==> src/rtl/card_pkg.sv <==
// Card codes, 7-segment glyphs and FSM state type shared by the card display bank.
package card_pkg;

  typedef logic [3:0] card_t;
  typedef logic [6:0] glyph_t;

  localparam card_t CARD_EMPTY = 4'd0;
  localparam card_t CARD_ACE   = 4'd1;
  localparam card_t CARD_TWO   = 4'd2;
  localparam card_t CARD_THREE = 4'd3;
  localparam card_t CARD_FOUR  = 4'd4;
  localparam card_t CARD_FIVE  = 4'd5;
  localparam card_t CARD_SIX   = 4'd6;
  localparam card_t CARD_SEVEN = 4'd7;
  localparam card_t CARD_EIGHT = 4'd8;
  localparam card_t CARD_NINE  = 4'd9;
  localparam card_t CARD_TEN   = 4'd10;
  localparam card_t CARD_JACK  = 4'd11;
  localparam card_t CARD_QUEEN = 4'd12;
  localparam card_t CARD_KING  = 4'd13;

  // Active-low segments, bit6 = g ... bit0 = a.
  localparam glyph_t GLYPH_EMPTY = 7'b1111111;
  localparam glyph_t GLYPH_ACE   = 7'b0001000;
  localparam glyph_t GLYPH_TWO   = 7'b0100100;
  localparam glyph_t GLYPH_THREE = 7'b0110000;
  localparam glyph_t GLYPH_FOUR  = 7'b0011001;
  localparam glyph_t GLYPH_FIVE  = 7'b0010010;
  localparam glyph_t GLYPH_SIX   = 7'b0000010;
  localparam glyph_t GLYPH_SEVEN = 7'b1111000;
  localparam glyph_t GLYPH_EIGHT = 7'b0000000;
  localparam glyph_t GLYPH_NINE  = 7'b0010000;
  localparam glyph_t GLYPH_TEN   = 7'b1000000;
  localparam glyph_t GLYPH_JACK  = 7'b1100001;
  localparam glyph_t GLYPH_QUEEN = 7'b0011000;
  localparam glyph_t GLYPH_KING  = 7'b0001001;

  typedef enum logic {
    IDLE  = 1'b0,
    BLINK = 1'b1
  } bank_state_t;

  // Card code to glyph; codes 0, 14 and 15 render blank.
  function automatic glyph_t card_glyph(input card_t card);
    glyph_t g;
    case (card)
      CARD_ACE:   g = GLYPH_ACE;
      CARD_TWO:   g = GLYPH_TWO;
      CARD_THREE: g = GLYPH_THREE;
      CARD_FOUR:  g = GLYPH_FOUR;
      CARD_FIVE:  g = GLYPH_FIVE;
      CARD_SIX:   g = GLYPH_SIX;
      CARD_SEVEN: g = GLYPH_SEVEN;
      CARD_EIGHT: g = GLYPH_EIGHT;
      CARD_NINE:  g = GLYPH_NINE;
      CARD_TEN:   g = GLYPH_TEN;
      CARD_JACK:  g = GLYPH_JACK;
      CARD_QUEEN: g = GLYPH_QUEEN;
      CARD_KING:  g = GLYPH_KING;
      default:    g = GLYPH_EMPTY;
    endcase
    return g;
  endfunction

endpackage

==> src/rtl/card_blink_timer.sv <==
// Reveal animation timer: cnt runs 0..BLINK_HALF-1 per phase, phase runs 0..BLINK_PHASES-1.
module card_blink_timer #(
  parameter int unsigned BLINK_HALF   = 4,
  parameter int unsigned BLINK_PHASES = 4,
  localparam int unsigned CNT_W   = (BLINK_HALF > 1) ? $clog2(BLINK_HALF) : 1,
  localparam int unsigned PHASE_W = $clog2(BLINK_PHASES)
) (
  input  logic clk,
  input  logic rst,
  input  logic clear,
  input  logic start,
  input  logic en,
  output logic show_c,
  output logic done_c
);

  localparam logic [CNT_W-1:0]   CNT_LAST   = CNT_W'(BLINK_HALF - 1);
  localparam logic [PHASE_W-1:0] PHASE_LAST = PHASE_W'(BLINK_PHASES - 1);

  logic [CNT_W-1:0]   cnt;
  logic [PHASE_W-1:0] phase;
  logic               wrap_c;

  assign wrap_c = (cnt == CNT_LAST);
  assign done_c = en && wrap_c && (phase == PHASE_LAST);
  // Even phases hide the card, odd phases show it; phase 0 is OFF.
  assign show_c = phase[0];

  // Counters restart on start/clear and park at zero once the reveal completes.
  always_ff @(posedge clk or posedge rst) begin
    if (rst) begin
      cnt   <= '0;
      phase <= '0;
    end else if (clear || start || done_c) begin
      cnt   <= '0;
      phase <= '0;
    end else if (en) begin
      if (wrap_c) begin
        cnt   <= '0;
        phase <= phase + 1'b1;
      end else begin
        cnt <= cnt + 1'b1;
      end
    end
  end

endmodule

==> src/rtl/card_hex_bank.sv <==
// Multi-slot card display bank: slot storage, load handshake, reveal blink and glyph decode.
module card_hex_bank #(
  parameter int unsigned NUM_SLOTS    = 6,
  parameter int unsigned BLINK_HALF   = 4,
  parameter int unsigned BLINK_PHASES = 4,
  localparam int unsigned SLOT_W = (NUM_SLOTS > 1) ? $clog2(NUM_SLOTS) : 1
) (
  input  logic                   clk,
  input  logic                   rst,
  input  logic                   clear,
  input  logic                   load_valid,
  input  logic [SLOT_W-1:0]      load_slot,
  input  logic [3:0]             load_card,
  output logic                   load_ready,
  output logic                   busy,
  output logic [NUM_SLOTS*7-1:0] hex_out
);

  import card_pkg::*;

  localparam logic [SLOT_W:0] SLOT_LIMIT = (SLOT_W + 1)'(NUM_SLOTS);

  bank_state_t         state_q;
  bank_state_t         state_d;
  card_t               slot_q [NUM_SLOTS];
  logic [SLOT_W-1:0]   blink_slot;
  logic                accept_c;
  logic                in_range_c;
  logic                start_c;
  logic                show_c;
  logic                done_c;

  assign load_ready = (state_q == IDLE);
  assign busy       = ~load_ready;
  assign accept_c   = load_valid && load_ready && !clear;
  assign in_range_c = ({1'b0, load_slot} < SLOT_LIMIT);

  // Blink phase/cycle counters for the slot being revealed.
  card_blink_timer #(
    .BLINK_HALF   (BLINK_HALF),
    .BLINK_PHASES (BLINK_PHASES)
  ) u_timer (
    .clk    (clk),
    .rst    (rst),
    .clear  (clear),
    .start  (start_c),
    .en     (busy),
    .show_c (show_c),
    .done_c (done_c)
  );

  // FSM state register.
  always_ff @(posedge clk or posedge rst) begin
    if (rst) begin
      state_q <= IDLE;
    end else begin
      state_q <= state_d;
    end
  end

  // FSM next state; out-of-range loads are consumed without leaving IDLE.
  always_comb begin
    state_d = state_q;
    start_c = 1'b0;
    case (state_q)
      IDLE: begin
        if (accept_c && in_range_c) begin
          state_d = BLINK;
          start_c = 1'b1;
        end
      end
      BLINK: begin
        if (done_c) begin
          state_d = IDLE;
        end
      end
      default: state_d = IDLE;
    endcase
    if (clear) begin
      state_d = IDLE;
      start_c = 1'b0;
    end
  end

  // Remember which slot is blinking for the duration of the reveal.
  always_ff @(posedge clk or posedge rst) begin
    if (rst) begin
      blink_slot <= '0;
    end else if (clear) begin
      blink_slot <= '0;
    end else if (accept_c && in_range_c) begin
      blink_slot <= load_slot;
    end
  end

  // Slot register file: clear wipes every slot, an accepted in-range load writes one.
  always_ff @(posedge clk or posedge rst) begin
    if (rst) begin
      for (int i = 0; i < int'(NUM_SLOTS); i++) begin
        slot_q[i] <= CARD_EMPTY;
      end
    end else if (clear) begin
      for (int i = 0; i < int'(NUM_SLOTS); i++) begin
        slot_q[i] <= CARD_EMPTY;
      end
    end else if (accept_c && in_range_c) begin
      for (int i = 0; i < int'(NUM_SLOTS); i++) begin
        if (load_slot == SLOT_W'(i)) begin
          slot_q[i] <= load_card;
        end
      end
    end
  end

  // Glyph decode from registered state; the revealing slot is blanked in even phases.
  always_comb begin
    hex_out = '1;
    for (int i = 0; i < int'(NUM_SLOTS); i++) begin
      if (busy && (blink_slot == SLOT_W'(i)) && !show_c) begin
        hex_out[7*i +: 7] = GLYPH_EMPTY;
      end else begin
        hex_out[7*i +: 7] = card_glyph(slot_q[i]);
      end
    end
  end

endmodule

==> config.mk <==
export PLATFORM = sky130hd
export DESIGN_NAME = card_hex_bank
export DESIGN_NICKNAME = d
export VERILOG_FILES = /design/src/rtl/card_pkg.sv /design/src/rtl/card_blink_timer.sv /design/src/rtl/card_hex_bank.sv
export SDC_FILE = /design/constraint.sdc
export NUM_CORES = 1
export LEC_CHECK = 0
export ABC_AREA = 1
export BUFFER_PORTS_ARGS = -buffer_cell sky130_fd_sc_hd__clkbuf_2
export CAP_MARGIN = 15
export CORE_MARGIN = 4
export CORE_UTILIZATION = 50
export DETAILED_ROUTE_END_ITERATION = 8
export PLACE_DENSITY = 0.73
export RECOVER_POWER = 50
export SYNTH_ARGS = -nofsm -noshare
export SYNTH_HDL_FRONTEND = slang
export SYNTH_SLANG_ARGS = --single-unit
export TNS_END_PERCENT = 50
==> constraint.sdc <==
create_clock -name clk -period 4.4 [get_ports clk]
set_clock_uncertainty 0.2 [all_clocks]
set_input_delay 0.22 -clock clk [delete_from_list [all_inputs] [get_ports clk]]
set_output_delay 0.22 -clock clk [all_outputs]
set_load 0.02 [all_outputs]
==> out/results.ini <==
[grt]
grt_max_degree = 33
antenna_found_initial = 0
grt_pass1_vias = 2821
grt_first_pass_wirelength_mm = 12.3
grt_use_total_pct = 19.8
grt_overflow = 0

[synthesis]
synth_xor_area_share_pct = 0
muxShareOfSynthArea_pct = 0
syn_avg_cell_area_um2 = 6.99
synth_edf_count = 0
yosysTopAreaCellShare_pct = 26.5
synthAdderAreaFrac_pct = 17.4
synth-seq-area-share_pct = 26.5
syn_nets = 486
ys.warnings.count = 0
yosys.area_share.simple_pct = 34.5
synth_top_family_by_area = simple AND/OR/NAND/NOR gates
yosys.cell_types.count = 28
ys_seq_elements = 32
synth_area_leader_cell = dfrtp_1
synth_compound_area_share_pct = 12.3
ys_async_sr_fraction_pct = 100
synth.cell_area_mm2 = 0.00303
synth_area_leaders = dfrtp_1 26%, ha_1 17%, nand2_1 13%
yosys_most_used_dff = dfrtp_1
synthCells = 433

[timing]
hold_viol = 0
rsz0062_at_grt = no
slew_violations = 34
period_needed_ns = 2.80
fin_crit_sh_pct = 63.7
setup_tns_ns = 0
max_slew_margin_pct = -16.0
setup_ws_ns = 1.60
setup_violations = 0
max_freq_mhz = 357
worstMarginPinSlew_ns = 1.74

[drt]
drc = 0
drtPass1Iterations = 5
postRouteAntennaNets = 0
post_drt_wl_per_cell_um = 13.0
num_vias = 3082
vias_per_cell = 5.54
drt_iter0_drc = 184
wl_mm = 7.22

[layout]
mostFrequentLayoutCells = 102 x nand2_1, 75 x nand3_1, 52 x clkbuf_2, 51 x inv_1, 42 x ha_1
mostFrequentLayoutCell = nand2_1
final_util_pct = 57.9
stdcell_area_mm2 = 0.00341
fill_cells = 562
antenna_cells = 0
drive_above_1_share_pct = 13.7
nets = 533
area_delta_synth_final_pct = 12.6

[clock_tree]
cts-resized-gates = 0
htreeDepth = 2
cts_buffer_depth = 2
cts_setup_buffers = 0
path_clk_slew_ns = 0.07
cts_tree = built
insertion_delay_ns = 0.28
cts_root_buf = clkbuf_8
cts_buffers = 5
clock_sinks = 32
cts_hold_buf = 1

[outcome]
violations = max-capacitance violations, max-slew violations
outcome = complete, but fails checks

[pwr]
power.leakage_nw = 1.71
cellPowerDensity_mw_per_mm2 = 257
max-vdd-ir-drop_uv = 144

[floorplan]
rows = 28
fp.coreArea_mm2 = 0.00589
initial_core_util_pct = 51.4
ios = 55
die_h_um = 85.8
dieArea_mm2 = 0.00736
die_width_um = 85.8

[place]
place_area_mm2 = 0.00331
post-dp-hpwl_mm = 5.45
gp_congestion = 0.916
place_ws_ns = 2.50
place.port_buffers = 54

[critical_path]
critPathRequiredTime_ns = 4.37
crit_fanout = 15
worst_ep_arrival_time_ns = 2.77
end_kind = register
crit_path_start_kind = register
worstSetupPathType = reg -> reg
regToRegStartpoint = busy$_DFF_PP0_
startpoint = busy$_DFF_PP0_

[flow_run]
drv_cap = 2

[worst_hold_path]
worstHoldStart = load_slot[0]
min_path_type = in -> reg

==> per-stage QoR <==
step	hold slack [ns]	std cells	power, mW
after floorplan	0.136	433	0.525
after global routing	0.103	556	0.921
after global placement	0.123	547	0.597
after detailed placement	0.117	547	0.602
after CTS	0.0620	556	0.882
final	0.0727	556	0.875
==> worst max-delay path: stages, from the launching register on <==
cell     delay [ns]
dfrtp_1        0.45
inv_1          0.30
nand2_4        0.07
o21ai_0        1.16
nand2_1        0.31
nand2_1        0.14
nand2_1        0.06
==> report_power, final <==
part | switching, mW | internal, mW
sequential | 0.0281 | 0.307
clock | 0.113 | 0.167
combinational | 0.176 | 0.0833
==> cells in the mapped netlist (all sizes together) (2+ instances only) <==
cell type	count
ha	42
nand2	103
o22ai	2
o211ai	13
inv	52
buf	7
a31oi	2
nand4	15
clkbuf	9
o21ai	26
o2111ai	3
nand3	76
nor3	6
a21oi	15
nor2	26
dfrtp	32
==> flip-flops by register name (all words and copies together) (netlist names) <==
register	flops
slot_q	24
blink_slot	3
u_timer.cnt	2
u_timer.phase	2
busy	1
==> final cells by class <==
type / count / area [um2] / share of cell area [%]
Clock inverter: 3 / 42.5 / 1.25
Multi-Input combinational cell: 333 / 1930 / 56.5
Inverter: 52 / 195 / 5.72
Sequential cell: 32 / 801 / 23.5
Tap cell: 75 / 93.8 / 2.75
Timing Repair Buffer: 56 / 282 / 8.26
Clock buffer: 5 / 68.8 / 2.02
==> path summary, 6_finish.rpt <==
check                                               end  slack (ns)  cells past startpoint
setup / recovery                  slot_q[2]$_DFFE_PP0P_        1.60                      6
max in group asynchronous  u_timer.phase[0]$_DFFE_PP0P_        2.12                      4
hold / removal                blink_slot[0]$_DFFE_PP0P_        0.07                      3
min in group asynchronous     blink_slot[1]$_DFFE_PP0P_        0.87                      4
setup reg to reg                  slot_q[2]$_DFFE_PP0P_        1.60                      6
hold reg to reg            u_timer.phase[1]$_DFFE_PP0P_        0.31                      2
==> metal layers <==
metal	track usage [%]	routed length (um)
met1	25.7	3260
met2	34.0	3430
met3	2.79	431
met4	5.90	97
met5	0	0
==> cells by family (layout without fill, tap and decap cells) <==
family,Yosys count,in the layout
AO/OA/AOI/OAI,62,62
buffers and inverters,68,116
adder cells (fa/ha/maj),42,42
AND/OR/NAND/NOR,229,229
flip-flops,32,32
Power figures use the tool's default switching activity.
